==> src/rtl/mac_seq_ctrl_if.sv <==
// mac_seq_ctrl_if: job, operand and result handshakes between the sequencer and its host side
//   cfg_*  : job request (valid/ready, beat count, precision level)
//   op_*   : activation/weight operand stream (valid/ready)
//   res_*  : accumulated result return (valid/ready, data, precision)
// slave  : used by the sequencer
// master : used by the host (operand buffer / DMA / result sink)
interface mac_seq_ctrl_if #(
   parameter int LEN_W = 16,
   parameter int ACC_W = 56
);
   logic             cfg_valid;
   logic             cfg_ready;
   logic [LEN_W-1:0] cfg_len;
   logic [1:0]       cfg_prec;
   logic             op_valid;
   logic             op_ready;
   logic [7:0]       op_act;
   logic [7:0]       op_wgt;
   logic             res_valid;
   logic             res_ready;
   logic [ACC_W-1:0] res_data;
   logic [1:0]       res_prec;
   modport master (
      output cfg_valid, cfg_len, cfg_prec, op_valid, op_act, op_wgt, res_ready,
      input  cfg_ready, op_ready, res_valid, res_data, res_prec
   );
   modport slave (
      input  cfg_valid, cfg_len, cfg_prec, op_valid, op_act, op_wgt, res_ready,
      output cfg_ready, op_ready, res_valid, res_data, res_prec
   );
endinterface

==> src/rtl/mac_seq_ctrl.sv <==
// mac_seq_ctrl: job sequencer for the precision-scalable MAC unit
//   clk, rst_n      : clock, asynchronous active-low reset
//   bus (slave)     : cfg / op / res handshakes
//   mac_act_o/wgt_o : operands to the MAC (zero outside RUN and during drain)
//   mac_prec_o      : latched precision level
//   mac_en_o        : MAC enable
//   mac_clr_o       : registered clear pulse (MAC reset = rst_n & ~mac_clr_o)
//   mac_result_i    : MAC accumulator
//   busy_o          : sequencer not idle
//   err_o           : one-cycle pulse when an illegal precision request is rejected
//   perf_stalls_o   : RUN cycles without operand in the current/last job (saturating)
module mac_seq_ctrl #(
   parameter int LEN_W   = 16,
   parameter int ACC_W   = 56,
   parameter int DRAIN_C = 2,
   parameter int PERF_W  = 16
) (
   input  logic              clk,
   input  logic              rst_n,
   mac_seq_ctrl_if.slave     bus,
   output logic [7:0]        mac_act_o,
   output logic [7:0]        mac_wgt_o,
   output logic [1:0]        mac_prec_o,
   output logic              mac_en_o,
   output logic              mac_clr_o,
   input  logic [ACC_W-1:0]  mac_result_i,
   output logic              busy_o,
   output logic              err_o,
   output logic [PERF_W-1:0] perf_stalls_o
);
   typedef enum logic [2:0] {IDLE, CLEAR, RUN, DRAIN, DONE} state_t;
   state_t state_q, state_d;
   logic [LEN_W-1:0]  cnt_q, cnt_d;
   logic [1:0]        prec_q, prec_d;
   logic [PERF_W-1:0] perf_q, perf_d;
   logic              err_q, err_d;
   logic              clr_q, clr_d;
   always_ff @(posedge clk or negedge rst_n) begin
      if (!rst_n) begin
         state_q <= IDLE;
         cnt_q   <= '0;
         prec_q  <= '0;
         perf_q  <= '0;
         err_q   <= 1'b0;
         clr_q   <= 1'b0;
      end else begin
         state_q <= state_d;
         cnt_q   <= cnt_d;
         prec_q  <= prec_d;
         perf_q  <= perf_d;
         err_q   <= err_d;
         clr_q   <= clr_d;
      end
   end
   // cnt_q counts remaining beats in RUN, then is reused as the drain countdown
   always_comb begin
      state_d = state_q;
      cnt_d   = cnt_q;
      prec_d  = prec_q;
      perf_d  = perf_q;
      err_d   = 1'b0;
      case (state_q)
         IDLE:
            if (bus.cfg_valid) begin
               if (bus.cfg_prec == 2'b11) err_d = 1'b1;
               else begin
                  prec_d  = bus.cfg_prec;
                  cnt_d   = bus.cfg_len;
                  perf_d  = '0;
                  state_d = CLEAR;
               end
            end
         CLEAR: begin
            state_d = (cnt_q == '0) ? DRAIN : RUN;
            cnt_d   = (cnt_q == '0) ? LEN_W'(DRAIN_C - 1) : cnt_q;
         end
         RUN:
            if (bus.op_valid) begin
               state_d = (cnt_q == LEN_W'(1)) ? DRAIN : RUN;
               cnt_d   = (cnt_q == LEN_W'(1)) ? LEN_W'(DRAIN_C - 1) : cnt_q - LEN_W'(1);
            end else perf_d = perf_q + PERF_W'(perf_q != '1);
         DRAIN: begin
            state_d = (cnt_q == '0) ? DONE : DRAIN;
            cnt_d   = (cnt_q == '0) ? cnt_q : cnt_q - LEN_W'(1);
         end
         DONE:
            if (bus.res_ready) state_d = IDLE;
         default: state_d = IDLE;
      endcase
      clr_d = (state_d == CLEAR);
   end
   always_comb begin
      bus.cfg_ready = (state_q == IDLE);
      bus.op_ready  = (state_q == RUN);
      bus.res_valid = (state_q == DONE);
      bus.res_data  = (state_q == DONE) ? mac_result_i : '0;
      bus.res_prec  = prec_q;
      mac_act_o     = (state_q == RUN) ? bus.op_act : 8'd0;
      mac_wgt_o     = (state_q == RUN) ? bus.op_wgt : 8'd0;
      mac_en_o      = (state_q == RUN) ? bus.op_valid : (state_q == DRAIN);
      mac_prec_o    = prec_q;
      mac_clr_o     = clr_q;
      busy_o        = (state_q != IDLE);
      err_o         = err_q;
      perf_stalls_o = perf_q;
   end
endmodule
==> src/flat_wrapper.sv <==
// flat-port wrapper written by rule: the top's interface ports become plain ports
module mac_seq_ctrl_flat 
#(
   parameter int LEN_W   = 16,
   parameter int ACC_W   = 56,
   parameter int DRAIN_C = 2,
   parameter int PERF_W  = 16
)
  (clk, rst_n, mac_act_o, mac_wgt_o, mac_prec_o, mac_en_o, mac_clr_o, mac_result_i, busy_o, err_o, perf_stalls_o, bus_cfg_valid, bus_cfg_len, bus_cfg_prec, bus_op_valid, bus_op_act, bus_op_wgt, bus_res_ready, bus_cfg_ready, bus_op_ready, bus_res_valid, bus_res_data, bus_res_prec);
  mac_seq_ctrl_if #(.LEN_W(LEN_W), .ACC_W(ACC_W)) bus_i ();
  input  logic clk;
  input  logic rst_n;
  output logic [7:0] mac_act_o;
  output logic [7:0] mac_wgt_o;
  output logic [1:0] mac_prec_o;
  output logic mac_en_o;
  output logic mac_clr_o;
  input  logic [ACC_W-1:0] mac_result_i;
  output logic busy_o;
  output logic err_o;
  output logic [PERF_W-1:0] perf_stalls_o;
  input wire logic [$bits(bus_i.cfg_valid)-1:0] bus_cfg_valid;
  input wire logic [$bits(bus_i.cfg_len)-1:0] bus_cfg_len;
  input wire logic [$bits(bus_i.cfg_prec)-1:0] bus_cfg_prec;
  input wire logic [$bits(bus_i.op_valid)-1:0] bus_op_valid;
  input wire logic [$bits(bus_i.op_act)-1:0] bus_op_act;
  input wire logic [$bits(bus_i.op_wgt)-1:0] bus_op_wgt;
  input wire logic [$bits(bus_i.res_ready)-1:0] bus_res_ready;
  output wire logic [$bits(bus_i.cfg_ready)-1:0] bus_cfg_ready;
  output wire logic [$bits(bus_i.op_ready)-1:0] bus_op_ready;
  output wire logic [$bits(bus_i.res_valid)-1:0] bus_res_valid;
  output wire logic [$bits(bus_i.res_data)-1:0] bus_res_data;
  output wire logic [$bits(bus_i.res_prec)-1:0] bus_res_prec;
  assign bus_i.cfg_valid = bus_cfg_valid;
  assign bus_i.cfg_len = bus_cfg_len;
  assign bus_i.cfg_prec = bus_cfg_prec;
  assign bus_i.op_valid = bus_op_valid;
  assign bus_i.op_act = bus_op_act;
  assign bus_i.op_wgt = bus_op_wgt;
  assign bus_i.res_ready = bus_res_ready;
  assign bus_cfg_ready = bus_i.cfg_ready;
  assign bus_op_ready = bus_i.op_ready;
  assign bus_res_valid = bus_i.res_valid;
  assign bus_res_data = bus_i.res_data;
  assign bus_res_prec = bus_i.res_prec;
  mac_seq_ctrl #(.LEN_W(LEN_W), .ACC_W(ACC_W), .DRAIN_C(DRAIN_C), .PERF_W(PERF_W)) u_core (.clk(clk), .rst_n(rst_n), .bus(bus_i), .mac_act_o(mac_act_o), .mac_wgt_o(mac_wgt_o), .mac_prec_o(mac_prec_o), .mac_en_o(mac_en_o), .mac_clr_o(mac_clr_o), .mac_result_i(mac_result_i), .busy_o(busy_o), .err_o(err_o), .perf_stalls_o(perf_stalls_o));
endmodule
==> config.mk <==
export PLATFORM = sky130hd
export DESIGN_NAME = mac_seq_ctrl_flat
export DESIGN_NICKNAME = d
export VERILOG_FILES = /design/src/rtl/mac_seq_ctrl_if.sv /design/src/rtl/mac_seq_ctrl.sv /design/src/flat_wrapper.sv
export SDC_FILE = /design/constraint.sdc
export NUM_CORES = 1
export LEC_CHECK = 0
export ABC_AREA = 1
export CAP_MARGIN = 25
export CORE_MARGIN = 4
export CORE_UTILIZATION = 41
export DETAILED_ROUTE_END_ITERATION = 10
export GPL_TIMING_DRIVEN = 1
export PLACE_DENSITY = 0.88
export SLEW_MARGIN = 0
export SYNTH_ARGS = -nofsm -noshare
export SYNTH_HDL_FRONTEND = slang
export SYNTH_SLANG_ARGS = --single-unit
==> constraint.sdc <==
create_clock -name clk -period 4 [get_ports clk]
set_clock_uncertainty 0.05 [all_clocks]
set_input_delay 0.8 -clock clk [delete_from_list [all_inputs] [get_ports clk]]
set_output_delay 0.8 -clock clk [all_outputs]
set_load 0.01 [all_outputs]
---- Word level (Yosys, flattened, before mapping) ----
Cells that the tools add are included.
word-level totals
  flip-flop bits (word level) ............. 39
  bits of input ports ..................... 95
  output and inout bits ................... 99
  word-level logic and storage cells ...... 57
operators by class
  $add $sub $neg .......................... 2
  equal/unequal tests ..................... 14
  muxes and demuxes ....................... 26
  bitwise operators ....................... 1
  reduce and logical (&&, ||, !) cells .... 8
operators with widths
  operator                                             count
  2-to-1 mux 16 bit                                    9
  case mux 16 bit (4 select lines)                     1
  2-to-1 mux 56 bit                                    1
  case mux 16 bit (2 select lines)                     1
  adder 16 x 1 -> 16 bit                               1
  == test 16 x 1 -> 1 bit (second input constant)      1
  zero test 16 bit                                     1
  2-to-1 mux 8 bit                                     2
  != test 16 bit (second input constant)               1
  subtractor 16 x 1 -> 16 bit (second input constant)  1
  2-to-1 mux 3 bit                                     5
  case mux 3 bit (5 select lines)                      1
  != test 2 bit (second input constant)                5
  == test 3 x 1 -> 1 bit (second input constant)       2
  == test 3 x 2 -> 1 bit (second input constant)       2
  2-to-1 mux 1 bit                                     6
  AND reduction 6 bit                                  1
  AND reduction 4 bit                                  1
  nonzero test 4 bit                                   1
  == test 3 bit (second input constant)                1
  zero test 3 bit                                      1
  AND reduction 3 bit                                  1
  nonzero test 3 bit                                   1
  == test 2 bit (second input constant)                1
  other kinds (3)                                      3

---- Logic depth before layout (Yosys ltp) ----
  depth in word-level cells ............... 5
  depth in mapped cells ................... 14

---- Least setup slack after synthesis ----
OpenSTA, ideal clock, no wires.
  path kind ............................... register to output
  start point ............................. reg u_core.state_q[0]
  end point ............................... out bus_res_data[35]
  data arrival time ....................... 1.456 ns
  data required time ...................... 3.150 ns
  setup slack ............................. 1.694 ns
  cell stages (with the launch flop) ...... 6
  cell sequence ........................... dfrtp_1 nor3_1 inv_1 buf_2 buf_1 nor2_1
on the way
  cells in the longest elaborated chain, start to end .. 2
RTL lines
  what                    RTL line            text
  from (decl)             mac_seq_ctrl.sv:32  state_t state_q, state_d;
  from (signal assigned)  mac_seq_ctrl.sv:47  state_q <= state_d;
  == test 3 bit           -
  net bus_res_valid       flat_wrapper.sv:31  output wire logic [$bits(bus_i.res_valid)-1:0] bus_res_valid;
  2-to-1 mux 56 bit       mac_seq_ctrl.sv:96  bus.res_data = (state_q == DONE) ? mac_result_i : '0;
  to (decl)               flat_wrapper.sv:32  output wire logic [$bits(bus_i.res_data)-1:0] bus_res_data;
The timed path passes the listed nets, and every way through them passes these cells.

---- Worst setup path in the final report ----
  start point ............................. reg u_core.state_q[0]
  end point ............................... out bus_res_data[11]
on the way
  cells in the longest elaborated chain, start to end .. 2
RTL lines
  what               RTL line
  == test 3 bit      mac_seq_ctrl.sv:96
  2-to-1 mux 56 bit  mac_seq_ctrl.sv:96
Every way passes these cells.

==> impl_metrics.ini <==
[run_status]
status = finished clean

[routing]
drtIter0Drc = 208
drtPass1Iterations = 5
viasPerCell = 4.62
drc = 0
ant_nets = 0
routed_wl_mm = 11.4
routed-via-count = 3814
wl_per_cell_um = 13.8

[final_layout]
nets = 825
fin_util_pct = 71.0
layout-drive-gt1-share_pct = 4.55
diodes = 0
syn_to_final_growth_pct = 65.5
nFillCells = 581
design_area_um2 = 5230

[power_and_ir_drop]
ir_drop_v = 0.000418
p_int_mw = 1.24
share_seq_of_total_power_pct = 29.3
p_comb_share_pct = 58.5
p_total_mw = 2.29
p_sw_share_pct = 45.9
power_density_nw_per_um2 = 438
leakagePower_nw = 2.65
pwr-share-clk_pct = 12.2
net-switching-power_mw = 1.05

[critical_path]
end_kind = output pin
cp-start-kind = flip-flop
reg2reg_slack_ns = 1.72
worstReg2RegStart = u_core.perf_stalls_o[7]$_DFFE_PN0P_
cp_data_arrival_time_ns = 2.37
critPathRequiredTime_ns = 3.15
crit_type = flip-flop to output pin
crit_start = u_core.state_q[0]$_DFF_PN0_
crit_fanout = 43

[floorplanning]
rows = 31
die_area_um2 = 9170
coreArea_um2 = 7370
floorplan.initialDensity_pct = 42.9
io_pins = 194
die_w_um = 95.8
chipHeight_um = 95.8

[logic_synthesis]
syn_area_um2 = 3160
syn_inst = 538
ys_warn_count = 0
synth-seq-cells = 39
synth_nets = 638
ys_types = 31
yosys-top-cells-area = dfrtp_1 (31%), nand2_1 (17%), nor2_1 (15%), inv_1 (14%), o21ai_0 (2.7%)
synthFlopType = dfrtp_1
syn_area_per_cell_um2 = 5.87
async_flop_share_pct = 100
yosysSeqAreaShare_pct = 30.9
synth_top_area_share_pct = 30.9
synth_top_area_cell = dfrtp_1
synth-edff-count = 0

[timing]
finalSetupViolCount = 0
drv_slew = 0
slew_headroom_pct = 40.7
max_freq_ghz = 0.311
tightestPinTransition_ns = 0.889
setup_ws_ns = 0.781
post-route-min-period_ns = 3.22
finalSetupTns_ns = 0
hold_viol = 0
fin_crit_sh_pct = 80.5
rsz0062_at_grt = false

[run]
max-cap-violations = 0

[clock_tree]
clock_path_buffers = 2
postCtsHoldBufs = 0
cts-root-buf = clkbuf_8
cts_buffers = 5
cts_sinks = 39
insertion_delay_ns = 0.30
cts.clk_slew.worst_paths_ns = 0.08
h-tree-depth = 2
cts_tree = done
cts_resized = 0
post-cts-setup-buffer-count = 0

[global_route]
grt_overflow = 0
grt_max_degree = 44
grt_pass1_wl_mm = 17.1
grt_pass1_vias = 3531
track_usage_pct = 23.7
antenna_found_initial = 0

[placement]
portBuffers = 193
hpwlAfterDp_mm = 9.27
pre_cts_slack_ns = 0.927
place.gp.congestion = 0.894
placed_area_um2 = 5140

[hold_path]
hp-start = u_core.bus.res_prec[1]$_DFFE_PN0P_
hold_path_class = flip-flop to flip-flop
==> power by group through the flow <==
stage | Sequential [mW] | Clock [mW] | Combinational [mW]
after floorplan | 0.669 | 0 | 0.818
after global placement | 0.668 | 0 | 1.30
after detailed placement | 0.674 | 0 | 1.34
after CTS | 0.668 | 0.281 | 1.35
after global routing | 0.696 | 0.297 | 1.51
final | 0.671 | 0.279 | 1.34
==> cells in the final DEF, fill, tap and decap left out, types with 4 or more instances in the layout <==
cell type	synthesis	layout
a21oi_1	9	9
clkbuf_8	0	5
clkdlybuf4s50_1	0	192
dfrtp_1	39	39
ha_1	5	5
inv_1	114	114
nand2_1	145	145
nand2_2	6	6
nand3_1	14	14
nand3b_1	4	4
nand4_1	10	10
nor2_1	124	124
nor2_2	5	5
nor3_1	6	6
o21ai_0	17	17
==> kinds of logic after synthesis <==
family | Yosys count | synth area share [%]
xor gates and xnor gates | 6 | 1.66
and+or+nand+nor | 323 | 43.5
adders and majority gates | 5 | 1.98
AOI/OAI and AO/OA | 31 | 5.03
buffers and inverters | 134 | 16.9
DFF | 39 | 30.9
==> state kept, by name, summed over array words and instances (netlist names) <==
name                  cells
u_core.cnt_q             16
u_core.perf_stalls_o     16
u_core.state_q            3
u_core.bus.res_prec       2
u_core.err_o              1
u_core.mac_clr_o          1
==> cells in the mapped netlist (2+ instances only) <==
| library cell | number |
|---|---|
| nand3_4 | 2 |
| a21oi_1 | 9 |
| nand3_1 | 14 |
| nor4_1 | 2 |
| buf_2 | 5 |
| buf_1 | 2 |
| nand3b_1 | 4 |
| xnor2_1 | 3 |
| o21ai_1 | 3 |
| nor2_1 | 124 |
| buf_4 | 4 |
| nor3_1 | 6 |
| xor2_1 | 3 |
| inv_1 | 114 |
| nor2_2 | 5 |
| ha_1 | 5 |
| dfrtp_1 | 39 |
| o21ai_0 | 17 |
| nand2_1 | 145 |
| clkbuf_1 | 3 |
| nand4_1 | 10 |
| nand2_2 | 6 |
| inv_2 | 3 |
| nor2_4 | 3 |
==> per-stage QoR <==
step                std cells  hold slack, ns
CTS                       825           0.458
finish                    825           0.450
floorplan                 538           0.421
detailed placement        817           0.439
global route              825           0.486
global placement          817           0.441
==> final cells by class <==
type / instances / area (um^2) / area share, %
repair buffers: 195 / 1940 / 37.1
multi-input cells: 365 / 1650 / 31.5
flip-flops and latches: 39 / 976 / 18.7
inverters: 119 / 449 / 8.59
well taps: 99 / 124 / 2.37
clock buffers: 5 / 68.8 / 1.32
clock inverters: 3 / 20.0 / 0.383
==> worst max-delay path, stage by stage, from the launching register on <==
cell	delay, ns
dfrtp_1	0.46
nor3_1	0.26
inv_1	0.26
buf_4	0.34
nor2_1	0.18
clkdlybuf4s50_1	0.57
==> final timing paths <==
check,to,cells past startpoint
min in group asynchronous,u_core.perf_stalls_o[13]$_DFFE_PN0P_,1
max,bus_res_data[11],5
min,u_core.bus.res_prec[1]$_DFFE_PN0P_,2
max reg2reg,u_core.perf_stalls_o[8]$_DFFE_PN0P_,13
max in group asynchronous,u_core.cnt_q[9]$_DFFE_PN0P_,1
min reg2reg,u_core.bus.res_prec[1]$_DFFE_PN0P_,2
==> routing by layer <==
| metal | wire length, um | part of all wire (%) | vias up | GRT usage (%) |
|---|---|---|---|---|
| met3 | 1010 | 8.9 | 24 | 5.32 |
| met2 | 5800 | 51 | 162 | 42.4 |
| met5 | 0 | 0 | - | 0 |
| li1 | - | - | 1949 | - |
| met4 | 227 | 2.0 | 0 | 6.40 |
| met1 | 4330 | 38 | 1679 | 28.5 |
(Power assumes the default switching activity.)
